## src/rtl/otter_io_pkg.sv

```systemverilog
// otter_io_pkg: shared constants and helpers for the OTTER I/O hub.
// Holds the IOBUS address map, CTRL bit positions and the hex-to-segment
// glyph function used by the display scanner.
package otter_io_pkg;

  // Input side (read-only) registers
  localparam logic [31:0] ADDR_SWITCHES = 32'h1100_8000;
  localparam logic [31:0] ADDR_BUTTONS  = 32'h1100_8004;
  localparam logic [31:0] ADDR_BTN_EDGE = 32'h1100_8008;

  // Output side (read/write) registers
  localparam logic [31:0] ADDR_LEDS     = 32'h1100_C000;
  localparam logic [31:0] ADDR_SEGS     = 32'h1100_C004;
  localparam logic [31:0] ADDR_ANODES   = 32'h1100_C008;
  localparam logic [31:0] ADDR_HEX      = 32'h1100_C00C;
  localparam logic [31:0] ADDR_CTRL     = 32'h1100_C010;
  localparam logic [31:0] ADDR_IRQ_MASK = 32'h1100_C014;
  localparam logic [31:0] ADDR_EDGE_CLR = 32'h1100_C018;

  // CTRL layout: bit0 selects hex mode, bits[7:4] enable digits 0..3
  localparam int unsigned CTRL_HEX_BIT = 0;
  localparam int unsigned CTRL_EN_LSB  = 4;
  localparam int unsigned CTRL_EN_MSB  = 7;
  localparam logic [7:0]  CTRL_MASK    = 8'hF1;

  // Active-low glyph {dp,g,f,e,d,c,b,a}; dp always off
  function automatic logic [7:0] hex_to_seg(input logic [3:0] nib);
    logic [7:0] seg;
    case (nib)
      4'h0: seg = 8'hC0;
      4'h1: seg = 8'hF9;
      4'h2: seg = 8'hA4;
      4'h3: seg = 8'hB0;
      4'h4: seg = 8'h99;
      4'h5: seg = 8'h92;
      4'h6: seg = 8'h82;
      4'h7: seg = 8'hF8;
      4'h8: seg = 8'h80;
      4'h9: seg = 8'h90;
      4'hA: seg = 8'h88;
      4'hB: seg = 8'h83;
      4'hC: seg = 8'hC6;
      4'hD: seg = 8'hA1;
      4'hE: seg = 8'h86;
      default: seg = 8'h8E;
    endcase
    return seg;
  endfunction

endpackage

```

## src/rtl/otter_io_hub_if.sv

```systemverilog
// otter_io_hub_if: MCU IOBUS bundle between the OTTER core and the I/O hub.
//   IOBUS_ADDR/IOBUS_OUT/IOBUS_WR : address, write data, write strobe (MCU -> hub)
//   IOBUS_IN                      : combinational read data (hub -> MCU)
//   INTR                          : registered interrupt request (hub -> MCU)
interface otter_io_hub_if;
  logic [31:0] IOBUS_ADDR;
  logic [31:0] IOBUS_OUT;
  logic        IOBUS_WR;
  logic [31:0] IOBUS_IN;
  logic        INTR;

  modport master (output IOBUS_ADDR, IOBUS_OUT, IOBUS_WR, input IOBUS_IN, INTR);
  modport slave  (input IOBUS_ADDR, IOBUS_OUT, IOBUS_WR, output IOBUS_IN, INTR);
endinterface

```

## src/rtl/otter_debounce.sv

```systemverilog
// otter_debounce: 2-FF synchroniser plus counting debouncer for one button.
//   CLK, RST : clock, synchronous active-high reset
//   din      : raw asynchronous button
//   dout     : debounced level
//   rise_c   : combinational pulse, high in the cycle dout is about to go 0->1
module otter_debounce #(
  parameter int unsigned DB_CYCLES = 10000
) (
  input  logic CLK,
  input  logic RST,
  input  logic din,
  output logic dout,
  output logic rise_c
);

  localparam int unsigned CW = $clog2(DB_CYCLES);

  logic          s1_q, s2_q;
  logic          lvl_q, lvl_d;
  logic [CW-1:0] cnt_q, cnt_d;

  // Count consecutive cycles that disagree with the current level; any
  // agreement restarts the count, so a bounce discards progress.
  always_comb begin
    lvl_d = lvl_q;
    cnt_d = '0;
    if (s2_q != lvl_q) begin
      if (cnt_q == CW'(DB_CYCLES - 1)) lvl_d = s2_q;
      else                             cnt_d = cnt_q + CW'(1);
    end
  end

  always_ff @(posedge CLK) begin
    if (RST) begin
      s1_q  <= 1'b0;
      s2_q  <= 1'b0;
      lvl_q <= 1'b0;
      cnt_q <= '0;
    end else begin
      s1_q  <= din;
      s2_q  <= s1_q;
      lvl_q <= lvl_d;
      cnt_q <= cnt_d;
    end
  end

  assign dout   = lvl_q;
  assign rise_c = lvl_d & ~lvl_q;

endmodule

```

## src/rtl/otter_io_hub.sv

```systemverilog
// otter_io_hub: memory-mapped basys3 I/O peripheral for the OTTER MCU.
//   CLK, RST  : clock, synchronous active-high reset
//   iobus     : IOBUS slave (address/data/strobe in, read data and INTR out)
//   switches  : raw switches, 2-FF synchronised
//   buttons   : raw buttons, synchronised and debounced
//   leds      : LED register drive
//   segs, an  : active-low cathodes/anodes, raw or hardware hex scan
module otter_io_hub
  import otter_io_pkg::*;
#(
  parameter int unsigned NUM_SW       = 16,
  parameter int unsigned NUM_BTN      = 5,
  parameter int unsigned NUM_LED      = 16,
  parameter int unsigned DB_CYCLES    = 10000,
  parameter int unsigned REFRESH_BITS = 17
) (
  input  logic                 CLK,
  input  logic                 RST,
  otter_io_hub_if.slave        iobus,
  input  logic [NUM_SW-1:0]    switches,
  input  logic [NUM_BTN-1:0]   buttons,
  output logic [NUM_LED-1:0]   leds,
  output logic [7:0]           segs,
  output logic [3:0]           an
);

  logic [NUM_SW-1:0]       sw_s1_q, sw_s2_q;
  logic [NUM_BTN-1:0]      btn_lvl, btn_rise;
  logic [NUM_LED-1:0]      leds_q;
  logic [7:0]              seg_raw_q, ctrl_q;
  logic [3:0]              an_raw_q;
  logic [15:0]             hex_q;
  logic [NUM_BTN-1:0]      mask_q, edge_q, edge_d, clr_c;
  logic                    intr_q;
  logic [REFRESH_BITS-1:0] refresh_q;
  logic [1:0]              digit;
  logic [3:0]              nibble;
  logic [7:0]              segs_q, segs_d;
  logic [3:0]              an_q, an_d;
  logic [31:0]             rdata;
  logic wr_leds, wr_segs, wr_an, wr_hex, wr_ctrl, wr_mask, wr_clr;

  // Per-button synchroniser + debouncer
  for (genvar i = 0; i < NUM_BTN; i++) begin : g_btn
    otter_debounce #(.DB_CYCLES(DB_CYCLES)) u_db (
      .CLK    (CLK),
      .RST    (RST),
      .din    (buttons[i]),
      .dout   (btn_lvl[i]),
      .rise_c (btn_rise[i])
    );
  end

  // Exact-match write decode
  assign wr_leds = iobus.IOBUS_WR && (iobus.IOBUS_ADDR == ADDR_LEDS);
  assign wr_segs = iobus.IOBUS_WR && (iobus.IOBUS_ADDR == ADDR_SEGS);
  assign wr_an   = iobus.IOBUS_WR && (iobus.IOBUS_ADDR == ADDR_ANODES);
  assign wr_hex  = iobus.IOBUS_WR && (iobus.IOBUS_ADDR == ADDR_HEX);
  assign wr_ctrl = iobus.IOBUS_WR && (iobus.IOBUS_ADDR == ADDR_CTRL);
  assign wr_mask = iobus.IOBUS_WR && (iobus.IOBUS_ADDR == ADDR_IRQ_MASK);
  assign wr_clr  = iobus.IOBUS_WR && (iobus.IOBUS_ADDR == ADDR_EDGE_CLR);

  // Sticky edges: a new rise overrides a coincident clear
  assign clr_c  = wr_clr ? iobus.IOBUS_OUT[NUM_BTN-1:0] : '0;
  assign edge_d = (edge_q & ~clr_c) | btn_rise;

  // Read mux, zero-extended; EDGE_CLR and unmapped addresses read 0
  always_comb begin
    rdata = '0;
    case (iobus.IOBUS_ADDR)
      ADDR_SWITCHES: rdata = 32'(sw_s2_q);
      ADDR_BUTTONS:  rdata = 32'(btn_lvl);
      ADDR_BTN_EDGE: rdata = 32'(edge_q);
      ADDR_LEDS:     rdata = 32'(leds_q);
      ADDR_SEGS:     rdata = 32'(seg_raw_q);
      ADDR_ANODES:   rdata = 32'(an_raw_q);
      ADDR_HEX:      rdata = 32'(hex_q);
      ADDR_CTRL:     rdata = 32'(ctrl_q);
      ADDR_IRQ_MASK: rdata = 32'(mask_q);
      default:       rdata = '0;
    endcase
  end

  // Display source: raw registers or scanned hex digit
  assign digit  = refresh_q[REFRESH_BITS-1 -: 2];
  assign nibble = 4'(hex_q >> {digit, 2'b00});

  always_comb begin
    segs_d = seg_raw_q;
    an_d   = an_raw_q;
    if (ctrl_q[CTRL_HEX_BIT]) begin
      segs_d = hex_to_seg(nibble);
      an_d   = ~((4'b0001 << digit) & ctrl_q[CTRL_EN_MSB:CTRL_EN_LSB]);
    end
  end

  always_ff @(posedge CLK) begin
    if (RST) begin
      sw_s1_q   <= '0;
      sw_s2_q   <= '0;
      leds_q    <= '0;
      seg_raw_q <= 8'hFF;
      an_raw_q  <= 4'hF;
      hex_q     <= '0;
      ctrl_q    <= '0;
      mask_q    <= '0;
      edge_q    <= '0;
      intr_q    <= 1'b0;
      refresh_q <= '0;
      segs_q    <= 8'hFF;
      an_q      <= 4'hF;
    end else begin
      sw_s1_q   <= switches;
      sw_s2_q   <= sw_s1_q;
      if (wr_leds) leds_q    <= iobus.IOBUS_OUT[NUM_LED-1:0];
      if (wr_segs) seg_raw_q <= iobus.IOBUS_OUT[7:0];
      if (wr_an)   an_raw_q  <= iobus.IOBUS_OUT[3:0];
      if (wr_hex)  hex_q     <= iobus.IOBUS_OUT[15:0];
      if (wr_ctrl) ctrl_q    <= iobus.IOBUS_OUT[7:0] & CTRL_MASK;
      if (wr_mask) mask_q    <= iobus.IOBUS_OUT[NUM_BTN-1:0];
      edge_q    <= edge_d;
      intr_q    <= |(edge_q & mask_q);
      refresh_q <= refresh_q + REFRESH_BITS'(1);
      segs_q    <= segs_d;
      an_q      <= an_d;
    end
  end

  assign iobus.IOBUS_IN = rdata;
  assign iobus.INTR     = intr_q;
  assign leds           = leds_q;
  assign segs           = segs_q;
  assign an             = an_q;

endmodule
```

## src/flat_wrapper.sv

```systemverilog
// flat-port wrapper written by rule: the top's interface ports become plain ports
module otter_io_hub_flat import otter_io_pkg::*;
#(
  parameter int unsigned NUM_SW       = 16,
  parameter int unsigned NUM_BTN      = 5,
  parameter int unsigned NUM_LED      = 16,
  parameter int unsigned DB_CYCLES    = 10000,
  parameter int unsigned REFRESH_BITS = 17
)
  (CLK, RST, switches, buttons, leds, segs, an, iobus_IOBUS_ADDR, iobus_IOBUS_OUT, iobus_IOBUS_WR, iobus_IOBUS_IN, iobus_INTR);
  otter_io_hub_if iobus_i ();
  input  logic CLK;
  input  logic RST;
  input  logic [NUM_SW-1:0] switches;
  input  logic [NUM_BTN-1:0] buttons;
  output logic [NUM_LED-1:0] leds;
  output logic [7:0] segs;
  output logic [3:0] an;
  input wire logic [$bits(iobus_i.IOBUS_ADDR)-1:0] iobus_IOBUS_ADDR;
  input wire logic [$bits(iobus_i.IOBUS_OUT)-1:0] iobus_IOBUS_OUT;
  input wire logic [$bits(iobus_i.IOBUS_WR)-1:0] iobus_IOBUS_WR;
  output wire logic [$bits(iobus_i.IOBUS_IN)-1:0] iobus_IOBUS_IN;
  output wire logic [$bits(iobus_i.INTR)-1:0] iobus_INTR;
  assign iobus_i.IOBUS_ADDR = iobus_IOBUS_ADDR;
  assign iobus_i.IOBUS_OUT = iobus_IOBUS_OUT;
  assign iobus_i.IOBUS_WR = iobus_IOBUS_WR;
  assign iobus_IOBUS_IN = iobus_i.IOBUS_IN;
  assign iobus_INTR = iobus_i.INTR;
  otter_io_hub #(.NUM_SW(NUM_SW), .NUM_BTN(NUM_BTN), .NUM_LED(NUM_LED), .DB_CYCLES(DB_CYCLES), .REFRESH_BITS(REFRESH_BITS)) u_core (.CLK(CLK), .RST(RST), .iobus(iobus_i), .switches(switches), .buttons(buttons), .leds(leds), .segs(segs), .an(an));
endmodule
```

## config.mk

```make
export PLATFORM = sky130hd
export DESIGN_NAME = otter_io_hub_flat
export DESIGN_NICKNAME = d
export VERILOG_FILES = /design/src/rtl/otter_io_pkg.sv /design/src/rtl/otter_io_hub_if.sv /design/src/rtl/otter_debounce.sv /design/src/rtl/otter_io_hub.sv /design/src/flat_wrapper.sv
export SDC_FILE = /design/constraint.sdc
export NUM_CORES = 1
export LEC_CHECK = 0
export CAP_MARGIN = 10
export CORE_MARGIN = 4
export CORE_UTILIZATION = 58
export CTS_CLUSTER_SIZE = 20
export DETAILED_ROUTE_END_ITERATION = 6
export MAX_ROUTING_LAYER = met4
export PLACE_DENSITY = 0.92
export SYNTH_ARGS = -nofsm -noshare
export SYNTH_HDL_FRONTEND = slang
export SYNTH_HIERARCHICAL = 1
export SYNTH_SLANG_ARGS = --single-unit
```

## constraint.sdc

```tcl
create_clock -name CLK -period 5.7 [get_ports CLK]
set_input_delay 0.57 -clock CLK [delete_from_list [all_inputs] [get_ports CLK]]
set_output_delay 0.57 -clock CLK [all_outputs]
set_load 0.02 [all_outputs]
```

==> results of run 1 <==
==> cell usage after synthesis (all sizes together), types with 2 or more instances <==
cell,count
mux2i,51
ha,13
o221ai,4
mux4,5
nand3,33
buf,32
clkbuf,21
inv,29
or2,2
dfxtp,206
o32ai,2
nand3b,3
nor2b,58
nand4,21
a211o,12
a22o,3
a21oi,12
and3,10
nor3b,7
nor4,22
a222oi,9
nor4b,4
nor2,159
nor3,23
a31oi,4
or3b,5
nand2,42
a311oi,5
nor4bb,2
o21ai,9
mux2,10
or4,11
xor2,14
or3,4
a22oi,14
xnor2,69
nand2b,24
and4,2
a221o,2
==> power by group <==
part | total, mW | leakage (nW) | switching (mW) | internal [mW]
logic | 0.132 | 1.72 | 0.0663 | 0.0662
registers | 1.46 | 1.67 | 0.00827 | 1.46
clock network | 1.46 | 0.369 | 0.574 | 0.888
total | 3.06 | 3.76 | 0.649 | 2.41
==> worst paths after layout <==
kind | slack (ns) | to | startpoint | cells after the start
worst min-delay path | 0.42 | u_core/sw_s2_q[0] | u_core/sw_s1_q[0] | 1
worst min register to register | 0.42 | u_core/sw_s2_q[0] | u_core/sw_s1_q[0] | 1
worst max register to register | 3.38 | u_core/segs[4] | u_core/refresh_q[15] | 6
worst max-delay path | 1.46 | iobus_IOBUS_IN[12] | iobus_IOBUS_ADDR[3] | 6
==> registers in the layout (all words and copies together), names as in the netlist <==
name	cells
u_core/edge_q	5
u_core/sw_s2_q	16
u_core/refresh_q	17
u_core/g_btn.u_db/s2_q	5
u_core/g_btn.u_db/cnt_q	70
u_core/sw_s1_q	16
u_core/ctrl_q	5
u_core/iobus.INTR	1
u_core/g_btn.u_db/s1_q	5
u_core/segs	8
u_core/an	4
u_core/seg_raw_q	8
u_core/g_btn.u_db/dout	5
u_core/leds	16
u_core/hex_q	16
u_core/mask_q	5
u_core/an_raw_q	4
==> critical path, delay by kind of cell <==
kind | cells | cell delay (ns)
and+or+nand+nor | 2 | 1.42
buffers and inverters | 3 | 1.45
AOI/OAI and AO/OA | 1 | 0.22
==> metrics by stage <==
step           area (µm²)  hold WS [ns]  setup slack (ns)   util  instances
2_1_floorplan        9240         0.414              2.89      -        979
3_3_place_gp        10400         0.416              1.59  0.675       1260
3_5_place_dp        10400         0.423              1.54  0.675       1260
4_1_cts             11100         0.423              1.49  0.725       1299
5_1_grt             11100         0.437              1.22  0.725       1299
6_report            11100         0.422              1.46  0.725       1299
==> cells by family (layout without fill, tap and decap cells) <==
logic type	count (synthesis)	count (layout)	synth area share
other	1	16	0.000408
XOR/XNOR	83	83	0.0792
AND/OR/NAND/NOR	432	432	0.257
adder cells (fa/ha/maj)	13	13	0.0177
multiplexers	66	66	0.0801
AO/OA/AOI/OAI	81	81	0.0676
flip-flops	206	206	0.449
buffers and inverters	82	191	0.0488
==> area by class of cell <==
| class | count | area [µm²] |
|---|---|---|
| multi-input combinational | 691 | 4670 |
| fill | 970 | 4230 |
| sequential | 206 | 4120 |
| timing repair buffer | 123 | 1210 |
| clock buffer | 27 | 599 |
| tap | 211 | 264 |
| clock inverter | 12 | 155 |
| inverter | 29 | 109 |
==> per-layer routing <==
layer | wire length, µm | vias to the layer above
met2 | 10800 | 402
met1 | 8780 | 3472
met4 | 869 | 0
met5 | 0 | -
li1 | - | 3541
met3 | 1900 | 106
==> impl_results.md, run 1 <==
- Io pins: 149
- Slew headroom: 0.385
- Largest net degree at the start of global routing: 92
- H-tree levels: 1
- Layout cells sized above 1: 0.0873
- CTS resizes: 0
- Crit path max fanout: 14
- Vias: 7,521
- Final worst path period share: 0.744
- Cell taking the most area after synthesis: dfxtp_1
- PortBufs: about 120
- Reg clk slew, reported paths: 0.06 ns
- Largest cells by area after synthesis: dfxtp_1 45%, xnor2_1 6.6%, nor2_1 6.5%
- Routed WL per cell: between 15 and 20 µm
- Yosys cell types: 57
- #FFs+latches synth: 206
- Avg Inst Size Synth: around 9.5 µm²
- Hold violation total from the final report: 0
- Sequential fraction of the synthesis area: 0.449
- Failing checks: design-rule violations
- Crit path launch type: input port
- PD cells: 275 nW/µm²
- Worst path slowest cell: clkdlybuf4s50_1
- Routed Antenna Nets: 0
- # clock sinks: approximately 210
- DRT Wirelength: 22,300 µm
- Critical Path Sink Type: output port
- Crit-path cells: clkdlybuf4s50_1 > or4_1 > nor4_2 > a222oi_1 > inv_1 > clkdlybuf4s50_1
- Post-route setup TNS: 0 ns
- Final #Nets: ~1.2k
- Diode count: 0
- Static leakage: between 3 and 4 nW
- DRC Markers: 1
- Hpwl dp: 14,500 µm
- Worst Hold Class: register to register
- Gr busiest metal: met2
- Max-cap viol count: 0
- Power Total: approximately 3.1 mW
- Core footprint: between 15,000 and 20,000 µm²
- Post-Syn Instances: 964
- Final Setup Violations: 0
- Syn Std Cell Area: about 9000 µm²
- Area delta synth->final: 21.3%
- Worst-Margin Slew: between 0.9 and 1 ns
- Die width: about 130 µm
- YS warnings: 6
- Post-CTS Hold Fix Bufs: 0
- CP dominant cell by count: clkdlybuf4s50_1
- DRT Pass-1 Iters: 7
- EDFF count, synth: 0
- Root buffer cell: clkbuf_16
- Worst vdd ir: around 0.34 mV
- Most common cell after layout, fill and taps aside: dfxtp_1
- Starting density of the core: 0.597
- Worst Path Required: 5.13 ns
- Die Ht: roughly 130 µm
- Gr ovfl total: 0
- GR Util met3: 0.0495
- Drt via density: slightly below 6
- RSZ-0062 raised after global routing: no
- Outcome: complete, but fails checks
- Clock Skew: 0.0171 ns
- CTS Buf Count: 22
- Met1 global-route usage: 0.294
- First DRT Iteration DRCs: 667
- Worst path arrival time: 3.67 ns
- Number of global-route vias before repair: roughly 7.4k
- Most frequent cells in the layout: 206 x dfxtp_1, 159 x nor2_1, 115 x clkdlybuf4s50_1
- Tot GR Track Use: 0.248
- Fmax: 236 MHz
- Initial antenna violation count: 0
- Crit-path max cell delay: 0.74 ns
- Clock period minus worst slack: 4.24 ns
- First-pass GRT wire length: 35,800 µm
- Pins over their slew limit: 0
- Post-synth ARST share: 0
- CTS tree: built
- Yosys top cell area share: 0.449
- GP Congestion: slightly above 0.9
- Met2 usage: 0.415
- Longest Clk Path Bufs: 3
- Crit path kind: input port to output port
- Num rows: 45
- Worst-skew pair later-pin latency: 0.50 ns
- Total Die Area: 17,900 µm²
- Post-CTS Setup Repair Bufs: 0
- Top_reg_cell synth: dfxtp_1
Note: power is estimated with default switching activity, not from simulation.
==> run 2, diff against run 1 <==
- CORE_UTILIZATION: 58 -> 48
- PLACE_DENSITY: 0.92 -> 0.82
- clock period: 5.7 -> 3.85 ns (I/O delays scaled with it)
==> impl_results.md, run 2 (synthesis results as in run 1) <==
- Crit path launch type: input port
- GP Congestion: 0.941
- Final worst path period share: 0.926
- Diode count: 0
- Regs by FF count: u_core/g_btn.u_db/cnt_q (70), u_core/refresh_q (17)
- Largest net degree at the start of global routing: 91
- RSZ-0062 raised after global routing: no
- CTS Buf Count: 22
- Sequential Power Share: 0.477
- Crit-path max cell delay: 0.62 ns
- Final hold slack: 0.434 ns
- Largest Register: u_core/g_btn.u_db/cnt_q
- Num rows: 50
- Reg clk slew, reported paths: ~0.060 ns
- Total Die Area: 21,400 µm²
- Design area: 11,300 µm²
- Final #Nets: 1,186
- Final WS setup: 0.286 ns
- Hold violation total from the final report: 0
- Static leakage: 3.82 nW
- Clock period minus worst slack: 3.56 ns
- Post-CTS Setup Repair Bufs: 0
- Die width: 146 µm
- Vias: roughly 7.3k
- Post-CTS Hold Fix Bufs: 0
- H-tree levels: 1
- Power Internal: 3.57 mW
- Initial antenna violation count: 0
- Cell family with most CP delay: buffers and inverters
- Most frequent cells in the layout: 206 x dfxtp_1, 159 x nor2_1, 115 x clkdlybuf4s50_1
- Crit-path cells: clkdlybuf4s50_1 > nor4_1 > buf_4 > nand3_2 > buf_4 > or2_2 > nor3_1 > a221o_1 > clkdlybuf4s50_1
- P_sw: 0.970 mW
- Post-Place Cells: 1,295
- Drt via density: 5.45
- First-pass GRT wire length: 34,900 µm
- CTS tree: built
- Hpwl dp: 14,900 µm
- Max reg flops: 70
- DRT Pass-1 Iters: 5
- PortBufs: 116
- Routed Antenna Nets: 0
- Critical Path Sink Type: output port
- Fmax: 281 MHz
- Routed WL per cell: between 15 and 20 µm
- Crit path kind: input port to output port
- Crit path max fanout: 6
- First DRT Iteration DRCs: approximately 430
- Worst-skew pair later-pin latency: 0.50 ns
- Starting density of the core: 0.489
- DRC Markers: 0
- Io pins: 149
- Max-cap viol count: 0
- Clock network fraction of design power: 0.479
- Longest Clk Path Bufs: 3
- Gr ovfl total: 0
- Post-route setup TNS: 0 ns
- Logic pwr share: 0.044
- CTS resizes: 0
- Outcome: finished clean
- Area delta synth->final: 22.6%
- Number of global-route vias before repair: 6,989
- Area after DPL: 10,500 µm²
- Clock Skew: 0.0104 ns
- Layout cells sized above 1: 0.0964
- Most common cell after layout, fill and taps aside: dfxtp_1
- Worst path arrival time: 3.18 ns
- Final Non-Filler Cells: between 1k and 1.5k
- Worst vdd ir: 0.398 mV
- Worst-Margin Slew: 0.881 ns
- Worst Path Required: 3.46 ns
- Pins over their slew limit: 0
- Root buffer cell: clkbuf_16
- Net Sw Frac: 0.214
- PD cells: 403 nW/µm²
- Crit path buf inv count: 4
- Pre-CTS setup slack: 0.305 ns
- Slew headroom: 0.409
- Worst path slowest cell: clkdlybuf4s50_1
- Die Ht: 146 µm
- Worst Hold Class: register to register
- # clock sinks: about 200
- Final Setup Violations: 0
- Core footprint: between 15,000 and 20,000 µm²
- DRT Wirelength: 21,200 µm
- Tot GR Track Use: 0.199
## run 2: power by group through the flow
stage	Sequential, mW	Clock [mW]	Combinational, mW
2_1_floorplan	2.21	0	0.106
3_3_place_gp	2.21	0	0.196
3_5_place_dp	2.22	0	0.198
4_1_cts	2.17	2.22	0.199
5_1_grt	2.17	2.31	0.214
6_report	2.17	2.17	0.199
## run 2: area by class of cell
class,count,area [µm²]
clock buffers,30,642
clock inverters,9,115
fillers,1571,7510
inverters,29,109
multi-input cells,691,4670
flip-flops and latches,206,4120
well taps,234,293
repair buffers,135,1300
## run 2: worst paths after layout
path | slack [ns] | endpoint | cells past startpoint | startpoint
min | 0.43 | u_core/sw_s2_q[3] | 1 | u_core/sw_s1_q[3]
min reg2reg | 0.43 | u_core/sw_s2_q[3] | 1 | u_core/sw_s1_q[3]
max | 0.29 | iobus_IOBUS_IN[2] | 9 | iobus_IOBUS_ADDR[21]
max reg2reg | 1.59 | u_core/segs[3] | 6 | u_core/refresh_q[15]
## run 2: per-stage QoR
step	utilization	total power [mW]
final	0.600	4.54
after CTS	0.600	4.58
after global routing	0.600	4.70
after floorplan	-	2.32
after global placement	0.560	2.41
after detailed placement	0.560	2.41
## run 2: per-layer routing
| metal | wire length (µm) | part of all wire | GRT usage |
|---|---|---|---|
| met5 | 0 | 0 | - |
| met4 | 798 | 0.038 | 0.0800 |
| met3 | 1170 | 0.055 | 0.0310 |
| met2 | 9770 | 0.46 | 0.320 |
| met1 | 9420 | 0.45 | 0.252 |
==> RTL change 1: new RTL, config.mk and constraints of run 1 <==
`NUM_BTN` is set to 5 in 2 places; all go to 4.
--- a/src/rtl/otter_io_hub.sv
+++ b/src/rtl/otter_io_hub.sv
@@ -9,7 +9,7 @@
   import otter_io_pkg::*;
 #(
   parameter int unsigned NUM_SW       = 16,
-  parameter int unsigned NUM_BTN      = 5,
+  parameter int unsigned NUM_BTN      = 4,
   parameter int unsigned NUM_LED      = 16,
   parameter int unsigned DB_CYCLES    = 10000,
   parameter int unsigned REFRESH_BITS = 17
--- a/src/flat_wrapper.sv
+++ b/src/flat_wrapper.sv
@@ -2,7 +2,7 @@
 module otter_io_hub_flat import otter_io_pkg::*;
 #(
   parameter int unsigned NUM_SW       = 16,
-  parameter int unsigned NUM_BTN      = 5,
+  parameter int unsigned NUM_BTN      = 4,
   parameter int unsigned NUM_LED      = 16,
   parameter int unsigned DB_CYCLES    = 10000,
   parameter int unsigned REFRESH_BITS = 17
Interface: changed (resized buttons); port bits go from 149 to 148. No check against the original RTL was run, so the function may have changed too.
==> RTL change 1 against run 1 <==
Routed wire length is 11% lower; power is 14% lower; final area is 8.3% lower; sequential cell count is 19 lower; clock power is 21% lower; area after synthesis is 7.7% lower; non-clock buffer count is 2 lower; synthesized cell count is 6.0% lower; global-route usage is 0.41 points higher; setup slack worse by 0.071 ns; critical path type unchanged; final cell count is 7.6% lower.
==> RTL change 1: results (changes against run 1) <==
biggest regs=u_core/g_btn.u_db/cnt_q x56, u_core/refresh_q x17 (was u_core/g_btn.u_db/cnt_q x70, u_core/refresh_q x17); relative slew slack=0.378 (was 0.385); FILL cells=979 (was 970); Skew-Pair Late Insertion Delay=0.43 ns (was 0.50 ns); nets@finish=1106 (was 1174); Syn Area/Cell=9.36 um2 (was 9.53 um2); pre-CTS setup slack=1.42 ns (was 1.54 ns); share of layout cells above drive strength 1=0.0912 (was 0.0873); synth cell count leaders=dfxtp_1 (187), nor2_1 (136), mux2i_1 (56), xnor2_1 (55), nor2b_1 (47) (was dfxtp_1 (206), nor2_1 (159), xnor2_1 (69), nor2b_1 (58), mux2i_1 (51)); status=completed (was complete, but fails checks); Detailed Place HPWL=13.9 mm (was 14.5 mm); hold_sp=u_core/sw_s1_q[6] (was u_core/sw_s1_q[0]); first-pass GRT wire length=32.6 mm (was 35.8 mm); Pre-antenna DRT Iters=5 (was 7); Longest Clk Path Bufs=2 (was 3); Leakage Power=0.00338 uW (was 0.00376 uW); largest net degree at the start of global routing=102 (was 92); GP Congestion=0.920 (was 0.933); Worst Hold End=u_core/sw_s2_q[6] (was u_core/sw_s2_q[0]); crit path DAT=3.74 ns (was 3.67 ns); CP top delay family=simple AND/OR/NAND/NOR gates (was buffers and inverters); area grow syn2layout=20.5% (was 21.3%); Hold Slack=0.438 ns (was 0.422 ns); # H-tree levels=4 (was 1); synth top area cells=dfxtp_1 (44%), mux2i_1 (6.6%), nor2_1 (6.0%), xnor2_1 (5.7%), nor2b_1 (3.5%) (was dfxtp_1 (45%), xnor2_1 (6.6%), nor2_1 (6.5%), mux2i_1 (5.6%), nor2b_1 (4.0%)); routed via count=6785 (was 7521); crit-path max cell delay=0.63 ns (was 0.74 ns); count of different cell masters after synthesis=55 (was 57); flop-to-flop setup slack=3.13 ns (was 3.38 ns); final wirelength=20.0 mm (was 22.3 mm); First DRT Iteration DRCs=636 (was 667)
==> RTL change 1: metrics by stage <==
stage	instance area, um2	utilization
2_1_floorplan	8530	-
3_3_place_gp	9630	0.683
3_5_place_dp	9630	0.683
4_1_cts	10200	0.725
5_1_grt	10200	0.725
6_report	10200	0.725
==> RTL change 1: per-layer routing <==
layer  wire (um)  up-vias  share of wire  GRT usage
met5           0        -              0          -
met4         556        0          0.028     0.0945
met3        1340       47          0.067     0.0581
met2        9610      261           0.48      0.402
met1        8460     3196           0.42      0.314
li1            -     3281              -          -
==> RTL change 1: logic make-up (layout without fill, tap and decap cells) <==
kind of cell               count (synthesis)  count (layout)  share of synthesized area
buffers and inverters                     84             183                     0.0519
and+or+nand+nor                          398             398                      0.256
xor gates and xnor gates                  68              68                     0.0702
adders and majority gates                 12              12                     0.0177
other                                      1              16                   0.000442
AOI/OAI and AO/OA                         86              86                     0.0670
muxes                                     70              70                     0.0953
DFF                                      187             187                      0.442
==> RTL change 1: where the power goes <==
part	switching [uW]	total, uW	internal, uW
registers	6.77	1330	1320
logic	66.2	136	69.4
clock network	532	1160	626
==> RTL change 1: cell type report <==
| class | count | share of cell area |
|---|---|---|
| Clock buffer | 19 | 0.0434 |
| Clock inverter | 13 | 0.0136 |
| Inverter | 30 | 0.0110 |
| Multi-Input combinational cell | 650 | 0.427 |
| Sequential cell | 187 | 0.367 |
| Tap cell | 180 | 0.0221 |
| Timing Repair Buffer | 121 | 0.117 |
==> RTL change 1: worst max path at each step <==
stage	from	to	slack, ns	cells past startpoint
6_report	iobus_IOBUS_ADDR[25]	iobus_IOBUS_IN[10]	1.39	7
5_1_grt	iobus_IOBUS_ADDR[25]	iobus_IOBUS_IN[10]	1.24	7
4_1_cts	iobus_IOBUS_ADDR[25]	iobus_IOBUS_IN[13]	1.40	7
3_5_place_dp	iobus_IOBUS_ADDR[25]	iobus_IOBUS_IN[10]	1.42	7
3_3_place_gp	iobus_IOBUS_ADDR[17]	iobus_IOBUS_IN[13]	1.47	7
2_1_floorplan	iobus_IOBUS_ADDR[17]	iobus_IOBUS_IN[10]	2.81	6
==> RTL change 2: new RTL, settings of run 1 <==
Made on the original files. Register the inputs `switches` and `buttons` before use. The logic sees them one clock later. The other inputs are not delayed to match.
--- a/src/rtl/otter_io_hub.sv
+++ b/src/rtl/otter_io_hub.sv
@@ -24,6 +24,14 @@
   output logic [3:0]           an
 );
 
+  logic [NUM_SW-1:0] switches_q;
+  logic [NUM_BTN-1:0] buttons_q;
+
+  always_ff @(posedge CLK) begin
+    switches_q <= switches;
+    buttons_q  <= buttons;
+  end
+
   logic [NUM_SW-1:0]       sw_s1_q, sw_s2_q;
   logic [NUM_BTN-1:0]      btn_lvl, btn_rise;
   logic [NUM_LED-1:0]      leds_q;
@@ -45,7 +53,7 @@
     otter_debounce #(.DB_CYCLES(DB_CYCLES)) u_db (
       .CLK    (CLK),
       .RST    (RST),
-      .din    (buttons[i]),
+      .din    (buttons_q[i]),
       .dout   (btn_lvl[i]),
       .rise_c (btn_rise[i])
     );
@@ -110,7 +118,7 @@
       segs_q    <= 8'hFF;
       an_q      <= 4'hF;
     end else begin
-      sw_s1_q   <= switches;
+      sw_s1_q   <= switches_q;
       sw_s2_q   <= sw_s1_q;
       if (wr_leds) leds_q    <= iobus.IOBUS_OUT[NUM_LED-1:0];
       if (wr_segs) seg_raw_q <= iobus.IOBUS_OUT[7:0];
Behaviour: not the same (Yosys sat finds a counterexample within 4 cycles, from zero or initial values and one cycle with RST high).
==> RTL change 2 against run 1 <==
Non-clock buffer count is 1 lower; power is 10% higher; clock power is 9.6% higher; fmax is 1.3% lower; first-iteration DRC count is 2.1% lower; worst hold slack better by 0.015 ns; sequential share of layout area is 1.4 points higher; final area is 6.2% higher; core utilization is 1.1 points lower; area after synthesis is 6.9% higher; setup slack worse by 0.056 ns; sequential cell count is 21 higher; routed wire length is 6.4% higher; highest routed layer unchanged.
==> RTL change 2: results (changes against run 1) <==
Worst Hold End=u_core/sw_s2_q[6] (was u_core/sw_s2_q[0]); worst reg2reg startpoint=u_core/refresh_q[15] (unchanged); worst hold path class=reg -> reg (unchanged); Pre-antenna DRT Iters=5 (was 7); CP top delay family=simple AND/OR/NAND/NOR gates (was buffers and inverters); Slew @ Worst Pin=0.950 ns (was 0.916 ns); final wirelength=23.7 mm (was 22.3 mm); overall routing resource usage=0.244 (was 0.248); hold path cells=1 (unchanged); first-pass GRT wire length=38.1 mm (was 35.8 mm); Leakage Power=0.00395 uW (was 0.00376 uW); Mapped Cells=1007 (was 964); non-filler cells, final=1353 (was 1299); drc violations=0 (was 1); Num CTS Buffers=23 (was 22); nets@finish=1217 (was 1174); clk slew on worst S/H paths=0.06 ns (about the same); hold_sp=u_core/sw_s1_q[6] (was u_core/sw_s1_q[0]); count of different cell masters after synthesis=65 (was 57); VDD IR max=0.254 mV (was 0.337 mV); synth top area cells=dfxtp_1 (46%), xnor2_1 (6.2%), nor2_1 (6.2%), mux2i_1 (6.0%), nor2b_1 (3.6%) (was dfxtp_1 (45%), xnor2_1 (6.6%), nor2_1 (6.5%), mux2i_1 (5.6%), nor2b_1 (4.0%)); worst r2r path cells=7 (was 6); vias in the first global route=7653 (was 7356); Skew-Pair Late Insertion Delay=0.53 ns (was 0.50 ns); status=completed (was complete, but fails checks); placed insts=1311 (was 1260); Seq/Total Area, Yosys=0.463 (was 0.449); First DRT Iteration DRCs=653 (was 667); crit-path max cell delay=0.61 ns (was 0.74 ns); largest net degree at the start of global routing=93 (was 92); Worst path slowest cell=clkdlybuf4s50_1 (unchanged); share of layout cells above drive strength 1=0.0874 (was 0.0873); Detailed Place HPWL=15.9 mm (was 14.5 mm); synth cell count leaders=dfxtp_1 (227), nor2_1 (163), xnor2_1 (70), mux2i_1 (59), nor2b_1 (56) (was dfxtp_1 (206), nor2_1 (159), xnor2_1 (69), nor2b_1 (58), mux2i_1 (51)); crit path DAT=3.73 ns (was 3.67 ns); GP Congestion=0.957 (was 0.933); clock skew=0.0201 ns (was 0.0171 ns); FILL cells=1142 (was 970); flop-to-flop setup slack=3.06 ns (was 3.38 ns); reg2reg end=u_core/segs[3] (was u_core/segs[4]); routed via count=7865 (was 7521); Max FO, Critical Path=11 (was 14); post-cts resize count=0 (unchanged)
## RTL change 2: cells by family (layout without fill, tap and decap cells)
kind of cell             Yosys count  in the layout  synth area share
AO/OA/AOI/OAI                     83             83            0.0631
XOR/XNOR                          82             82            0.0731
adder cells (fa/ha/maj)           13             13            0.0166
buffers and inverters             82            193            0.0460
flip-flops                       227            227             0.463
multiplexers                      68             68            0.0773
other                              1             16          0.000382
AND/OR/NAND/NOR                  451            451             0.261
## RTL change 2: cell type report
type | count | area, um2 | share of cell area
multi-input cells | 713 | 4890 | 0.413
well taps | 220 | 275 | 0.0233
clock buffers | 30 | 632 | 0.0534
inverters | 29 | 109 | 0.00920
clock inverters | 12 | 183 | 0.0154
repair buffers | 122 | 1200 | 0.102
flip-flops and latches | 227 | 4540 | 0.384
## RTL change 2: how the worst max path moves through the flow
stage | from | to | slack [ns] | depth (start not counted)
floorplan | iobus_IOBUS_ADDR[29] | iobus_IOBUS_IN[10] | 2.82 | 7
global placement | iobus_IOBUS_ADDR[10] | iobus_IOBUS_IN[9] | 1.57 | 7
detailed placement | iobus_IOBUS_ADDR[5] | iobus_IOBUS_IN[13] | 1.51 | 7
CTS | iobus_IOBUS_ADDR[5] | iobus_IOBUS_IN[13] | 1.47 | 7
global route | iobus_IOBUS_ADDR[10] | iobus_IOBUS_IN[12] | 1.33 | 7
finish | iobus_IOBUS_ADDR[10] | iobus_IOBUS_IN[13] | 1.40 | 7
## RTL change 2: routing by layer
layer | up-vias | global-route usage | share of wire
li1 | 3670 | - | -
met1 | 3698 | 0.290 | 0.40
met5 | - | - | 0
met3 | 89 | 0.0442 | 0.079
met4 | 0 | 0.102 | 0.041
met2 | 408 | 0.408 | 0.48
## RTL change 2: power by group
group          internal (uW)  total (uW)  switching, uW
registers               1610        1620           9.36
clock network            970        1600            631
logic                   68.1         142           74.1
## RTL change 2: stage by stage
step	area (um2)	setup slack, ns	hold slack [ns]
6_report	11800	1.40	0.437
3_5_place_dp	11000	1.51	0.424
5_1_grt	11800	1.33	0.457
2_1_floorplan	9880	2.82	0.414
4_1_cts	11800	1.47	0.439
3_3_place_gp	11000	1.57	0.417
